File: config.mk
export PLATFORM = sky130hd
export DESIGN_NAME = axi_single_master
export DESIGN_NICKNAME = d
export VERILOG_FILES = /design/src/rtl/axi_single_master_pkg.sv /design/src/rtl/axi_single_master.sv
export SDC_FILE = /design/constraint.sdc
export NUM_CORES = 1
export LEC_CHECK = 0
export CAP_MARGIN = 20
export CORE_AREA = 3 3 114 116
export DETAILED_ROUTE_END_ITERATION = 12
export DIE_AREA = 0 0 117 119
export GPL_TIMING_DRIVEN = 0
export PLACE_DENSITY = 0.86
export SYNTH_ARGS = -nofsm -noshare
export SYNTH_HDL_FRONTEND = slang
export SYNTH_SLANG_ARGS = --single-unit
File: constraint.sdc
create_clock -name clk -period 2.53 [get_ports clk]
set_clock_uncertainty 0.05 [all_clocks]
set_input_delay 0.506 -clock clk [delete_from_list [all_inputs] [get_ports clk]]
set_output_delay 0.506 -clock clk [all_outputs]
set_load 0.005 [all_outputs]
File: src/rtl/axi_single_master_pkg.sv
// Shared types and fixed AXI field values for axi_single_master.
// AXI width/response macros default here when no platform AXI_define.svh has set them.
`ifndef AXI_ADDR_BITS
`define AXI_ADDR_BITS 32
`endif
`ifndef AXI_DATA_BITS
`define AXI_DATA_BITS 32
`endif
`ifndef AXI_STRB_BITS
`define AXI_STRB_BITS 4
`endif
`ifndef AXI_ID_BITS
`define AXI_ID_BITS 4
`endif
`ifndef AXI_LEN_BITS
`define AXI_LEN_BITS 8
`endif
`ifndef AXI_RESP_OKAY
`define AXI_RESP_OKAY 2'b00
`endif
`ifndef AXI_RESP_DECERR
`define AXI_RESP_DECERR 2'b11
`endif

package axi_single_master_pkg;

  typedef enum logic [2:0] {
    ST_IDLE,
    ST_RADDR,
    ST_RDATA,
    ST_WREQ,
    ST_WRESP
  } state_e;

  localparam logic [2:0]                 SIZE_WORD  = 3'b010;
  localparam logic [1:0]                 BURST_INCR = 2'b01;
  localparam logic [`AXI_LEN_BITS-1:0]   LEN_SINGLE = '0;

endpackage

File: src/rtl/axi_single_master.sv
// One-outstanding request port to single-beat AXI4 read/write initiator.
// Optional ID/RLAST checking and sticky error output under AXI_SINGLE_MASTER_CHK_EN.
module axi_single_master
  import axi_single_master_pkg::*;
#(
  parameter logic [`AXI_ID_BITS-1:0] MASTER_ID = '0
) (
  input  logic                       clk,
  input  logic                       rst,
  input  logic                       req_valid,
  output logic                       req_ready,
  input  logic                       req_we,
  input  logic [`AXI_ADDR_BITS-1:0]  req_addr,
  input  logic [`AXI_DATA_BITS-1:0]  req_wdata,
  input  logic [`AXI_STRB_BITS-1:0]  req_wstrb,
  output logic                       resp_valid,
  output logic [`AXI_DATA_BITS-1:0]  resp_rdata,
  output logic                       resp_err,
  output logic [`AXI_ID_BITS-1:0]    ARID,
  output logic [`AXI_ADDR_BITS-1:0]  ARADDR,
  output logic [`AXI_LEN_BITS-1:0]   ARLEN,
  output logic [2:0]                 ARSIZE,
  output logic [1:0]                 ARBURST,
  output logic                       ARVALID,
  input  logic                       ARREADY,
  input  logic [`AXI_ID_BITS-1:0]    RID,
  input  logic [`AXI_DATA_BITS-1:0]  RDATA,
  input  logic [1:0]                 RRESP,
  input  logic                       RLAST,
  input  logic                       RVALID,
  output logic                       RREADY,
  output logic [`AXI_ID_BITS-1:0]    AWID,
  output logic [`AXI_ADDR_BITS-1:0]  AWADDR,
  output logic [`AXI_LEN_BITS-1:0]   AWLEN,
  output logic [2:0]                 AWSIZE,
  output logic [1:0]                 AWBURST,
  output logic                       AWVALID,
  input  logic                       AWREADY,
  output logic [`AXI_DATA_BITS-1:0]  WDATA,
  output logic [`AXI_STRB_BITS-1:0]  WSTRB,
  output logic                       WLAST,
  output logic                       WVALID,
  input  logic                       WREADY,
  input  logic [`AXI_ID_BITS-1:0]    BID,
  input  logic [1:0]                 BRESP,
  input  logic                       BVALID,
  output logic                       BREADY
`ifdef AXI_SINGLE_MASTER_CHK_EN
  ,
  output logic                       err_sticky
`endif
);

  state_e                      state_q, state_d;
  logic [`AXI_ADDR_BITS-1:0]   addr_q, addr_d;
  logic [`AXI_DATA_BITS-1:0]   wdata_q, wdata_d;
  logic [`AXI_STRB_BITS-1:0]   wstrb_q, wstrb_d;
  logic                        aw_done_q, aw_done_d;
  logic                        w_done_q, w_done_d;
  logic                        resp_valid_q, resp_valid_d;
  logic [`AXI_DATA_BITS-1:0]   resp_rdata_q, resp_rdata_d;
  logic                        resp_err_q, resp_err_d;
  logic                        rd_chk_err;
  logic                        wr_chk_err;

`ifdef AXI_SINGLE_MASTER_CHK_EN
  logic err_sticky_q, err_sticky_d;

  assign rd_chk_err = (RID != MASTER_ID) || !RLAST;
  assign wr_chk_err = (BID != MASTER_ID);
  assign err_sticky_d = err_sticky_q | (resp_valid_d & resp_err_d);
  assign err_sticky = err_sticky_q;

  always_ff @(posedge clk or negedge rst) begin
    if (!rst) err_sticky_q <= 1'b0;
    else      err_sticky_q <= err_sticky_d;
  end
`else
  logic unused_chk;

  assign rd_chk_err = 1'b0;
  assign wr_chk_err = 1'b0;
  assign unused_chk = ^{RID, BID, RLAST};
`endif

  always_comb begin
    state_d      = state_q;
    addr_d       = addr_q;
    wdata_d      = wdata_q;
    wstrb_d      = wstrb_q;
    aw_done_d    = aw_done_q;
    w_done_d     = w_done_q;
    resp_valid_d = 1'b0;
    resp_rdata_d = resp_rdata_q;
    resp_err_d   = resp_err_q;
    req_ready    = 1'b0;
    ARVALID      = 1'b0;
    RREADY       = 1'b0;
    AWVALID      = 1'b0;
    WVALID       = 1'b0;
    BREADY       = 1'b0;

    case (state_q)
      ST_IDLE: begin
        req_ready = 1'b1;
        if (req_valid) begin
          addr_d  = req_addr;
          wdata_d = req_wdata;
          wstrb_d = req_wstrb;
          state_d = req_we ? ST_WREQ : ST_RADDR;
        end
      end
      ST_RADDR: begin
        ARVALID = 1'b1;
        if (ARREADY) state_d = ST_RDATA;
      end
      ST_RDATA: begin
        RREADY = 1'b1;
        if (RVALID) begin
          resp_valid_d = 1'b1;
          resp_rdata_d = RDATA;
          resp_err_d   = (RRESP != `AXI_RESP_OKAY) || rd_chk_err;
          state_d      = ST_IDLE;
        end
      end
      ST_WREQ: begin
        // AW and W run independently; leave once both have handshaken.
        AWVALID = !aw_done_q;
        WVALID  = !w_done_q;
        if (AWVALID && AWREADY) aw_done_d = 1'b1;
        if (WVALID && WREADY)   w_done_d  = 1'b1;
        if ((aw_done_q || AWREADY) && (w_done_q || WREADY)) begin
          aw_done_d = 1'b0;
          w_done_d  = 1'b0;
          state_d   = ST_WRESP;
        end
      end
      ST_WRESP: begin
        BREADY = 1'b1;
        if (BVALID) begin
          resp_valid_d = 1'b1;
          resp_rdata_d = '0;
          resp_err_d   = (BRESP != `AXI_RESP_OKAY) || wr_chk_err;
          state_d      = ST_IDLE;
        end
      end
      default: state_d = ST_IDLE;
    endcase
  end

  always_ff @(posedge clk or negedge rst) begin
    if (!rst) begin
      state_q      <= ST_IDLE;
      addr_q       <= '0;
      wdata_q      <= '0;
      wstrb_q      <= '0;
      aw_done_q    <= 1'b0;
      w_done_q     <= 1'b0;
      resp_valid_q <= 1'b0;
      resp_rdata_q <= '0;
      resp_err_q   <= 1'b0;
    end else begin
      state_q      <= state_d;
      addr_q       <= addr_d;
      wdata_q      <= wdata_d;
      wstrb_q      <= wstrb_d;
      aw_done_q    <= aw_done_d;
      w_done_q     <= w_done_d;
      resp_valid_q <= resp_valid_d;
      resp_rdata_q <= resp_rdata_d;
      resp_err_q   <= resp_err_d;
    end
  end

  assign resp_valid = resp_valid_q;
  assign resp_rdata = resp_rdata_q;
  assign resp_err   = resp_err_q;

  assign ARID    = MASTER_ID;
  assign ARADDR  = addr_q;
  assign ARLEN   = LEN_SINGLE;
  assign ARSIZE  = SIZE_WORD;
  assign ARBURST = BURST_INCR;

  assign AWID    = MASTER_ID;
  assign AWADDR  = addr_q;
  assign AWLEN   = LEN_SINGLE;
  assign AWSIZE  = SIZE_WORD;
  assign AWBURST = BURST_INCR;

  assign WDATA   = wdata_q;
  assign WSTRB   = wstrb_q;
  assign WLAST   = 1'b1;

endmodule

* After elaboration in Yosys (flattened, before gate mapping)
Cells that the tools add are included.
** Word-level totals
- Flip-flop bits (word level) :: 107
- Logic and storage cells :: 62
- Bits of input ports :: 122
- Output and inout bits :: 175
** Cells by class
- Equal/unequal tests :: 9
- Reductions and logical operators :: 18
- Mux-type cells :: 26
** Operators with widths (count)
- $mux 32 :: 2
- $pmux 32 s2 :: 1
- $mux 3 :: 5
- $pmux 3 s5 :: 1
- $mux 1 :: 14
- $ne 2x2->1 const B :: 5
- $reduce_bool 2->1 :: 5
- $eq 3x2->1 const B :: 2
- $reduce_and 2->1 :: 3
- $reduce_and 5->1 :: 1
- $pmux 1 s2 :: 2
- $eq 3x1->1 const B :: 1
- $eq 3x3->1 const B :: 1
- $logic_and 1x1->1 :: 3
- $logic_not 3->1 :: 1
- $reduce_and 3->1 :: 1
- $logic_not 1->1 :: 2
- $logic_or 1x1->1 :: 2
- $mux 2 :: 1

* Depth between registers and ports, before layout
Gate-level depths: netlist of run 1.
- Word-level depth :: 4
- Depth in mapped cells :: 7
- Gate-level depth less buffers :: 3

* Least setup slack after synthesis of run 1
Ideal clock, no wire load.
- Path type :: reg2out
- From :: register state_q[0]
- To :: output BREADY
- Cell stages (with the launch flop) :: 6
- Setup slack :: 0.749 ns
- Arrival time :: 1.225 ns
- Required time :: 1.974 ns
- Buffers on the path :: 3
- Cell sequence :: dfrtp_1 -> buf_6 -> or3b_1 -> buf_2 -> buf_2 -> inv_1
** On the way
- Word-level cells in the longest chain between the ends :: 2
** RTL lines
- start: declaration :: line axi_single_master.sv:54 : state_e state_q, state_d;
- start signal: assignment :: line axi_single_master.sv:163 : state_q <= state_d;
- $eq 3x3->1 :: line axi_single_master.sv:103 : case (state_q)
- $mux 1 :: line axi_single_master.sv:103
- end: declaration :: line axi_single_master.sv:47 : output logic BREADY
No other way between the ends.

* Worst setup path in the final report of run 1
Ends and elaborated chain as after synthesis.

==> results of run 1 <==
-- kinds of logic (layout without fill, tap and decap cells) --
| kind of cell | count (synthesis) | in the layout |
|---|---|---|
| AO/OA/AOI/OAI | 9 | 9 |
| buffers and inverters | 118 | 387 |
| flip-flops | 107 | 107 |
| multiplexers | 103 | 103 |
| other | 2 | 35 |
| AND/OR/NAND/NOR | 54 | 54 |
-- worst max-delay path by stage --
stage	start	to	slack [ns]	cells after the start
2_1_floorplan	state_q[0]$_DFFE_PN0P_	BREADY	0.75	5
3_3_place_gp	rst	WDATA[1]$_DFFE_PN0P_	-3.05	1
3_5_place_dp	state_q[0]$_DFFE_PN0P_	BREADY	0.15	6
4_1_cts	state_q[0]$_DFFE_PN0P_	BREADY	0.04	5
5_1_grt	state_q[2]$_DFFE_PN0P_	BREADY	0.004	4
6_report	state_q[0]$_DFFE_PN0P_	BREADY	0.06	5
-- metrics by stage --
stage / std cells / setup slack (ns) / power [W] / util
floorplan: 426 / 0.749 / 0.00519 / -
global placement: 825 / -3.05 / 0.00796 / 0.646
detailed placement: 826 / 0.149 / 0.00816 / 0.648
CTS: 842 / 0.0356 / 0.00965 / 0.674
global route: 842 / 0.00421 / 0.0101 / 0.674
finish: 842 / 0.0595 / 0.00950 / 0.674
-- layer usage --
| layer | up-vias | global-route usage | part of all wire |
|---|---|---|---|
| li1 | 1759 | - | - |
| met2 | 164 | 0.336 | 0.54 |
| met3 | 14 | 0.0462 | 0.079 |
| met4 | 0 | 0.0573 | 0.016 |
| met5 | - | 0 | 0 |
| met1 | 1797 | 0.203 | 0.36 |
-- synthesized netlist by cell type (all sizes together) --
master / count / area share
clkbuf: 2 / 0.0015
buf: 82 / 0.13
nand3b: 4 / 0.0061
nor2: 12 / 0.0091
nor3b: 1 / 0.0015
and2: 1 / 0.0018
o22ai: 2 / 0.0025
nor3: 1 / 0.0020
dfrtp: 107 / 0.54
mux2i: 34 / 0.069
and3b: 1 / 0.0018
mux2: 69 / 0.16
o21bai: 1 / 0.0015
a21oi: 5 / 0.0074
inv: 34 / 0.026
or3b: 1 / 0.0018
nand2b: 1 / 0.0013
a221oi: 1 / 0.0018
nand2: 32 / 0.024
conb: 2 / 0.0015
-- registers in the layout (all words and copies together) (netlist names), 3 cells and up --
name	count
ARADDR	32
WDATA	32
WSTRB	4
resp_rdata	32
state_q	3
-- critical path, delay by kind of cell (launching register included) --
kind,cells,cell delay [ns]
buffers and inverters,4,0.81
AND/OR/NAND/NOR,1,0.40
flip-flops,1,0.37
-- power groups by stage --
| stage | clock, W | sequential, W | combinational, W |
|---|---|---|---|
| 4_1_cts | 0.00148 | 0.00318 | 0.00499 |
| 3_5_place_dp | 0 | 0.00320 | 0.00496 |
| 2_1_floorplan | 0 | 0.00318 | 0.00201 |
| 6_report | 0.00144 | 0.00317 | 0.00490 |
| 3_3_place_gp | 0 | 0.00314 | 0.00482 |
| 5_1_grt | 0.00155 | 0.00328 | 0.00526 |
-- what timing repair did --
item	4_1_cts	5_1_grt
buffers inserted	1	0
hold endpoints to repair	0	0
endpoints found under the setup margin	1	0
gates resized for setup	2	0
-- layout make-up --
cell class	count	area, µm²	share of cell area
Buffer	83	652	0.0805
Clock buffer	15	278	0.0343
Clock inverter	1	30.0	0.00371
Inverter	34	128	0.0158
Multi-Input combinational cell	201	1590	0.197
Sequential cell	107	2680	0.331
Tap cell	147	184	0.0227
Timing Repair Buffer	254	2550	0.316
==> metrics.cfg, run 1 <==
[sta]
max_freq_ghz = 0.405
hold_viol_final = 0
slew_headroom = 0.601
final_max_slew_viol_count = 0
hold_ws_ns = 0.119
setup_viol = 0
period_needed_ns = 2.47
rsz0062_at_grt = false
tns_ns = 0
fin_crit_sh = 0.976
worst_pin_slew_ns = 0.598

[worst_setup_path]
r2r_cells = 7
worst-path-max-fanout = 10
cp-end-kind = primary output
worstSetupPathType = reg2out
required_ns = 1.97
r2r_end = resp_rdata[12]$_DFFE_PN0P_
cp_common_cell = buf_6
crit_chain = buf_6, or3b_1, buf_6, inv_1, clkdlybuf4s50_1
critical_path_arrival_ns = 1.91
reg2reg_from = state_q[0]$_DFFE_PN0P_
cpPeakStageDelay_ns = 0.49
slowest_stage = clkdlybuf4s50_1
worst_setup_path_start_kind = flop
r2r_slack_ns = 0.68

[power_and_ir_drop]
p_sw_frac = 0.281
netSwitchingPower_w = 0.00267
clockPowerShare = 0.151
p_seq_frac = 0.333
vdd_drop_max_mv = 0.675
combPwrFrac = 0.516
p_int_w = 0.00683
powerDensity_nw_per_um2 = 1170
leakage_nw = 3.73

[global_routing]
grt_max_degree = 65
grt_usage = 0.183
grt_pass1_vias = 3905
antenna_found_initial = 0
overflow = 0
grt_pass1_wl_um = 20000

[layout]
final_cell_mix = clkdlybuf4s50_1, dfrtp_1, buf_4, mux2_2, conb_1
fillers = 908
nets = 812
antennaDiodeCount = 0
mostFrequentLayoutCell = clkdlybuf4s50_1
fin_area_um2 = 8100
drive_gt1_frac = 0.242
area_delta_synth_final_pct = 64.4

[route]
vias = 3734
wl_um = 13200
vias_per_cell = 4.43
routedWlPerCell_um = 15.7
drtIter0Drc = 90
drtAntennaViolNets = 0
drc = 0
drtPass1Iterations = 4

[floorplan]
num_io_pins = 297
fp.dieW_um = 117
die_h_um = 119
num_rows = 40
dieArea_um2 = 13900
core-area_um2 = 12000
initial_core_util = 0.410

[synthesis]
synth_cells = 393
synth-compound-area-share = 0.0132
synth_mux_area_frac = 0.234
synth.distinct_cells = 26
syn_avg_cell_area_um2 = 12.5
synth_top_family_by_area = multiplexers
synth-adder-area-share = 0
ys_ff_latch = 107
yosys.area_share.simple = 0.0498
synth_area_um2 = 4920
synth_xor_area_frac = 0
yosys_warnings = 0
yosysSeqAreaShare = 0.544

[clock_network]
cts_sinks = 107
cts_htree_levels = 3
cts_root_buffer = clkbuf_16
clk_pin_slew_ns = 0.07
clock_latency_ns = 0.33
cts_tree = yes
postCtsHoldBufs = 0
cts_buffer_depth = 2
numCtsBuffers = 9

[placement]
io_buffers = 252
dpl_cell_area_um2 = 7780
gp_congestion = 0.755
dp_hpwl_um = 10600

[run_status]
status = finished clean

[job]
maxCapViolations = 0

[min_path]
hold_class = in2async

Power figures use the tool's default switching activity.
==> run 2, diff against run 1 <==
--- a/config.mk
+++ b/config.mk
@@ -5,6 +5,7 @@
 export SDC_FILE = /design/constraint.sdc
 export NUM_CORES = 1
 export LEC_CHECK = 0
+export ABC_CLOCK_PERIOD_IN_PS = 2530
 export CAP_MARGIN = 20
 export CORE_AREA = 3 3 114 116
 export DETAILED_ROUTE_END_ITERATION = 12
==> results of run 2 <==
No change in the layout: final DEF, timing and power equal those of run 1.
==> run 3, diff against run 2 <==
--- a/config.mk
+++ b/config.mk
@@ -7,11 +7,10 @@
 export LEC_CHECK = 0
 export ABC_CLOCK_PERIOD_IN_PS = 2530
 export CAP_MARGIN = 20
-export CORE_AREA = 3 3 114 116
+export CORE_AREA = 3 3 115 117
 export DETAILED_ROUTE_END_ITERATION = 12
-export DIE_AREA = 0 0 117 119
-export GPL_TIMING_DRIVEN = 0
-export PLACE_DENSITY = 0.86
+export DIE_AREA = 0 0 118 120
+export PLACE_DENSITY = 0.85
 export SYNTH_ARGS = -nofsm -noshare
 export SYNTH_HDL_FRONTEND = slang
 export SYNTH_SLANG_ARGS = --single-unit
==> metrics.cfg, run 3 (synthesized netlist as in run 1, its figures left out) <==
[run_status]
status = finished clean

[sta]
rsz0062_at_grt = false
fin_crit_sh = 0.940  ; -0.0368
hold_viol_final = 0  ; unchanged
max_freq_ghz = 0.421  ; +3.9%
final_max_slew_viol_count = 0  ; unchanged
setup_ws_ns = 0.153  ; +0.0931 ns
tns_ns = 0  ; unchanged
hold_ws_ns = 0.0663  ; -0.0529 ns
period_needed_ns = 2.38  ; -0.0931 ns
slew_headroom = 0.648  ; +0.0470
worst_pin_slew_ns = 0.528  ; -0.0705 ns
setup_viol = 0  ; unchanged

[worst_setup_path]
worstSetupPathType = reg2out
cp-end-kind = primary output
r2r_end = ARADDR[29]$_DFFE_PN0P_
required_ns = 1.97  ; about the same
r2r_slack_ns = 0.73  ; +0.05 ns
critical_path_arrival_ns = 1.82  ; -0.09 ns
r2r_cells = 4  ; -3
startpoint = state_q[0]$_DFFE_PN0P_
worst_setup_path_start_kind = flop
reg2reg_from = state_q[0]$_DFFE_PN0P_
worst-path-max-fanout = 10  ; unchanged
cp-endpoint = BREADY

[clock_network]
cts_htree_levels = 3  ; unchanged
cts_sinks = 107  ; unchanged
clock_latency_ns = 0.35  ; +0.02 ns
numCtsBuffers = 9  ; unchanged
cts_root_buffer = clkbuf_16
cts_buffer_depth = 2  ; unchanged
clk_pin_slew_ns = 0.07  ; about the same
cts_tree = yes
cts_setup_buffers = 0  ; -1

[layout]
mostFrequentLayoutCell = clkdlybuf4s50_1
finalCoreUtilization = 0.607  ; -0.0672
drive_gt1_frac = 0.154  ; -0.0880
fillers = 1018  ; +12%
antennaDiodeCount = 0  ; unchanged
area_delta_synth_final_pct = 53.6
nets = 735  ; -9.5%
final_cell_mix = clkdlybuf4s50_1, dfrtp_1, mux2_2, conb_1

[power_and_ir_drop]
p_sw_frac = 0.284  ; +0.00216
combPwrFrac = 0.480  ; -0.036
clockPowerShare = 0.167  ; +0.016
p_int_w = 0.00648  ; -5.1%
leakage_nw = 3.35  ; -10%
p_total_w = 0.00905  ; -4.8%
netSwitchingPower_w = 0.00257  ; -4.1%
p_seq_frac = 0.353  ; +0.020
vdd_drop_max_mv = 0.536  ; -21%
powerDensity_nw_per_um2 = 1200  ; +1.9%

[floorplan]
initial_core_util = 0.395  ; -0.0149
num_rows = 41  ; +2.5%
fp.dieW_um = 118  ; +0.85%
core-area_um2 = 12500  ; +3.8%
num_io_pins = 297  ; unchanged
dieArea_um2 = 14200  ; +1.7%
die_h_um = 120  ; +0.84%

[route]
drtAntennaViolNets = 0  ; unchanged
drtPass1Iterations = 4  ; unchanged
vias = 3477  ; -6.9%
routedWlPerCell_um = 15.2  ; -2.7%
vias_per_cell = 4.40  ; -0.75%
drc = 0  ; unchanged
wl_um = 12000  ; -8.7%
drtIter0Drc = 124  ; +38%

[min_path]
hold_class = in2async

[job]
maxCapViolations = 0  ; unchanged

[global_routing]
grt_usage = 0.167  ; -0.0160
antenna_found_initial = 0  ; unchanged
overflow = 0  ; unchanged
grt_max_degree = 58  ; -11%
grt_pass1_wl_um = 18700  ; -6.9%
grt_pass1_vias = 3579  ; -8.3%

[placement]
gp_congestion = 0.764  ; +1.2%
io_buffers = 252  ; unchanged
dp_hpwl_um = 9440  ; -11%
place_ws_ns = 0.384  ; +0.236 ns

==> run 3: cell count changes in the layout (fill, tap and decap cells not counted), moves of 2 or more <==
cell	change
clkbuf_8	-2
clkbuf_1	-3
buf_6	-7
buf_12	+3
buf_4	-69
==> run 3: stage by stage <==
stage	instance area, µm²	instances
after global routing	7560	790
after floorplan	5050	426
after detailed placement	7240	774
after CTS	7560	790
after global placement	7240	774
final	7560	790
==> run 3: power groups by stage <==
stage	combinational, W	sequential [W]	clock [W]
finish	0.00434	0.00320	0.00151
global route	0.00465	0.00333	0.00162
CTS	0.00442	0.00321	0.00156
detailed placement	0.00441	0.00322	0
global placement	0.00430	0.00316	0
floorplan	0.00201	0.00318	0
==> run 3: final cells by class <==
type	count	area, µm²	share of cell area
tap	172	215	0.0284
sequential	107	2680	0.354
clock buffer	12	246	0.0326
multi-input combinational	201	1590	0.211
inverter	34	128	0.0169
clock inverter	4	73.8	0.00976
timing repair buffer	260	2630	0.348
==> run 3: repair_timing <==
item                       CTS  global route
gates resized for setup      0             1
hold buffers                 0             0
setup endpoints to repair    0             1
==> run 3: worst max-delay path, stage by stage, from the launching register on <==
cell	delay, ns
dfrtp_2	0.49
or3b_1	0.41
inv_1	0.06
clkdlybuf4s50_1	0.51
==> run 3: worst min-delay path by stage <==
stage	start	to	slack, ns	cells after the start
after floorplan	rst	ARADDR[0]$_DFFE_PN0P_	0.16	0
after global placement	resp_err$_DFFE_PN0P_	resp_err$_DFFE_PN0P_	0.43	1
after detailed placement	resp_err$_DFFE_PN0P_	resp_err$_DFFE_PN0P_	0.44	1
after CTS	rst	ARADDR[9]$_DFFE_PN0P_	0.08	1
after global routing	rst	ARADDR[9]$_DFFE_PN0P_	0.12	1
final	rst	ARADDR[9]$_DFFE_PN0P_	0.07	1
==> run 3: routing by layer <==
layer | routed length [µm] | up-vias | part of all wire | GRT usage
met1 | 4460 | 1685 | 0.37 | 0.181
met3 | 719 | 30 | 0.060 | 0.0372
met4 | 422 | 0 | 0.035 | 0.0982
met5 | 0 | - | 0 | 0
met2 | 6450 | 153 | 0.54 | 0.300
li1 | - | 1609 | - | -
==> edit, RTL diff (flow settings as in run 1) <==
`resp_rdata_q` no longer has a reset.
--- a/src/rtl/axi_single_master.sv
+++ b/src/rtl/axi_single_master.sv
@@ -157,7 +157,6 @@
       aw_done_q    <= 1'b0;
       w_done_q     <= 1'b0;
       resp_valid_q <= 1'b0;
-      resp_rdata_q <= '0;
       resp_err_q   <= 1'b0;
     end else begin
       state_q      <= state_d;
@@ -167,9 +166,12 @@
       aw_done_q    <= aw_done_d;
       w_done_q     <= w_done_d;
       resp_valid_q <= resp_valid_d;
-      resp_rdata_q <= resp_rdata_d;
       resp_err_q   <= resp_err_d;
     end
+  end
+
+  always_ff @(posedge clk) begin
+    resp_rdata_q <= resp_rdata_d;
   end
 
   assign resp_valid = resp_valid_q;
Behaviour: differs if rst is asserted again (counterexample within 4 cycles, from zero or initial values and one cycle with rst low); with rst held inactive, the same outputs for 4 cycles.
==> edit against run 1 <==
- routed wire length shrank 3.1%
- synthesized cell count shrank 16%
- total power shrank 11%
- synthesized area shrank 4.1%
- sequential share of layout area grew 2.9 points
- critical path depth shrank 1
- count of clock-buffer cells in the layout shrank 4
- setup slack gained 28 ps
- sequential cell count is the same
- final area shrank 2.5%
- highest routed layer unchanged
==> edit: results (changes against run 1) <==
GRT met2 Usage = 35.42% (+1.8 points)
Worst path max stage delay = 520 ps (+30 ps)
Synth area leaders = dfrtp_1 (40%), edfxtp_1 (20%), mux2_2 (15%)
crit path time final = 2442 ps (-28.32 ps)
layout cells sized above 1 = 27.17% (+3.0 points)
Final GP Congestion = 0.8145 (+7.8%)
Reg2Reg Depth = 3 (-4)
Non-Clock Inverter Count = 3 (-91%)
dpl cell area = 7589 um2 (-2.5%)
final-layout fill cell count = 888 (-2.2%)
ClkCell Share = 3.647% (-0.15 points)
sequential share of cell area = 35.98% (+2.9 points)
number of global-route vias before repair = 3718 (-4.8%)
Leak = 0.003333 uW (-11%)
met3 Use GR = 3.049% (-1.6 points)
Critical Path AT = 1890 ps (-20 ps)
fraction of area in multi-input gates = 17.84% (-1.8 points)
clk_buf instances = 11 (-4)
Placed Instances = 763 (-7.6%)
global-route wire length before repair = 19.23 mm (-4.0%)
met1 WL = 4.332 mm (-10%)
most frequent cells after synthesis = dfrtp_1 (75), buf_4 (74), mux2_2 (61)
Overall Global Routing Usage = 17.81% (-0.51 points)
WHS = 128.1 ps (+8.934 ps)
VDD IR max = 444.8 uV (-34%)
drt initial violations = 142 (+58%)
Slew headroom = 32.77% (-27 points)
#MultiIn Comb = 172 (-14%)
Post-synth EDFFs = 32 (+32)
met3 wire length = 841 um (-19%)
Reg2Reg Capture Point = resp_rdata[30]$_SDFFCE_PN0P_
ys async rst share = 70.09% (-30 points)
wire length on met2 = 7.299 mm (+2.4%)
Reg2Reg Launch Point = state_q[1]$_DFFE_PN0P_
Via Count = 3433 (-8.1%)
WL final = 12.79 mm (-3.1%)
cell area after layout = 7891 um2 (-2.5%)
DP HPWL = 10.40 mm (-1.7%)
status = finished, final reports clean
Post-Place Worst Slack = 4.866 ps (-143.9 ps)
M1 GR Usage = 17.57% (-2.7 points)
number of buffers outside the clock class in the layout = 335 (-0.59%)
vias per std cell = 4.401 (-0.75%)
Netlist cell types = 28 (+7.7%)
R2R setup slack = 390 ps (-290 ps)
edit: changes by cell type after synthesis, sizes merged, moves of 2 or more:
cell and change:
nor3b +2, edfxtp +32, inv -31, and2b +16, nand2 -31, mux2i -33
buf -3, nor2b +17, dfrtp -32
edit: critical path: cells and delay by family, from the launching register on:
family	cells	cell delay [ps]
DFF	1	380
buffers and inverters	3	940
and+or+nand+nor	1	230
edit: power breakdown:
group / leakage, uW / switching, uW / total [uW] / internal [uW]
combinational: 0.00201 / 1260 / 4150 / 2890
sequential: 0.00118 / 448 / 3000 / 2550
clock: 0.000142 / 618 / 1340 / 726
edit: cells by family after synthesis:
group	share of synthesized area [%]
multiplexers	17.62
AO/OA/AOI/OAI	1.696
AND/OR/NAND/NOR	7.340
other	0.1590
flip-flops	60.10
buffers and inverters	13.09
edit: what timing repair did:
item,4_1_cts,5_1_grt
resized for setup,1,1
endpoints found under the setup margin,1,3
pin swaps,1,0
setup buffers,1,0
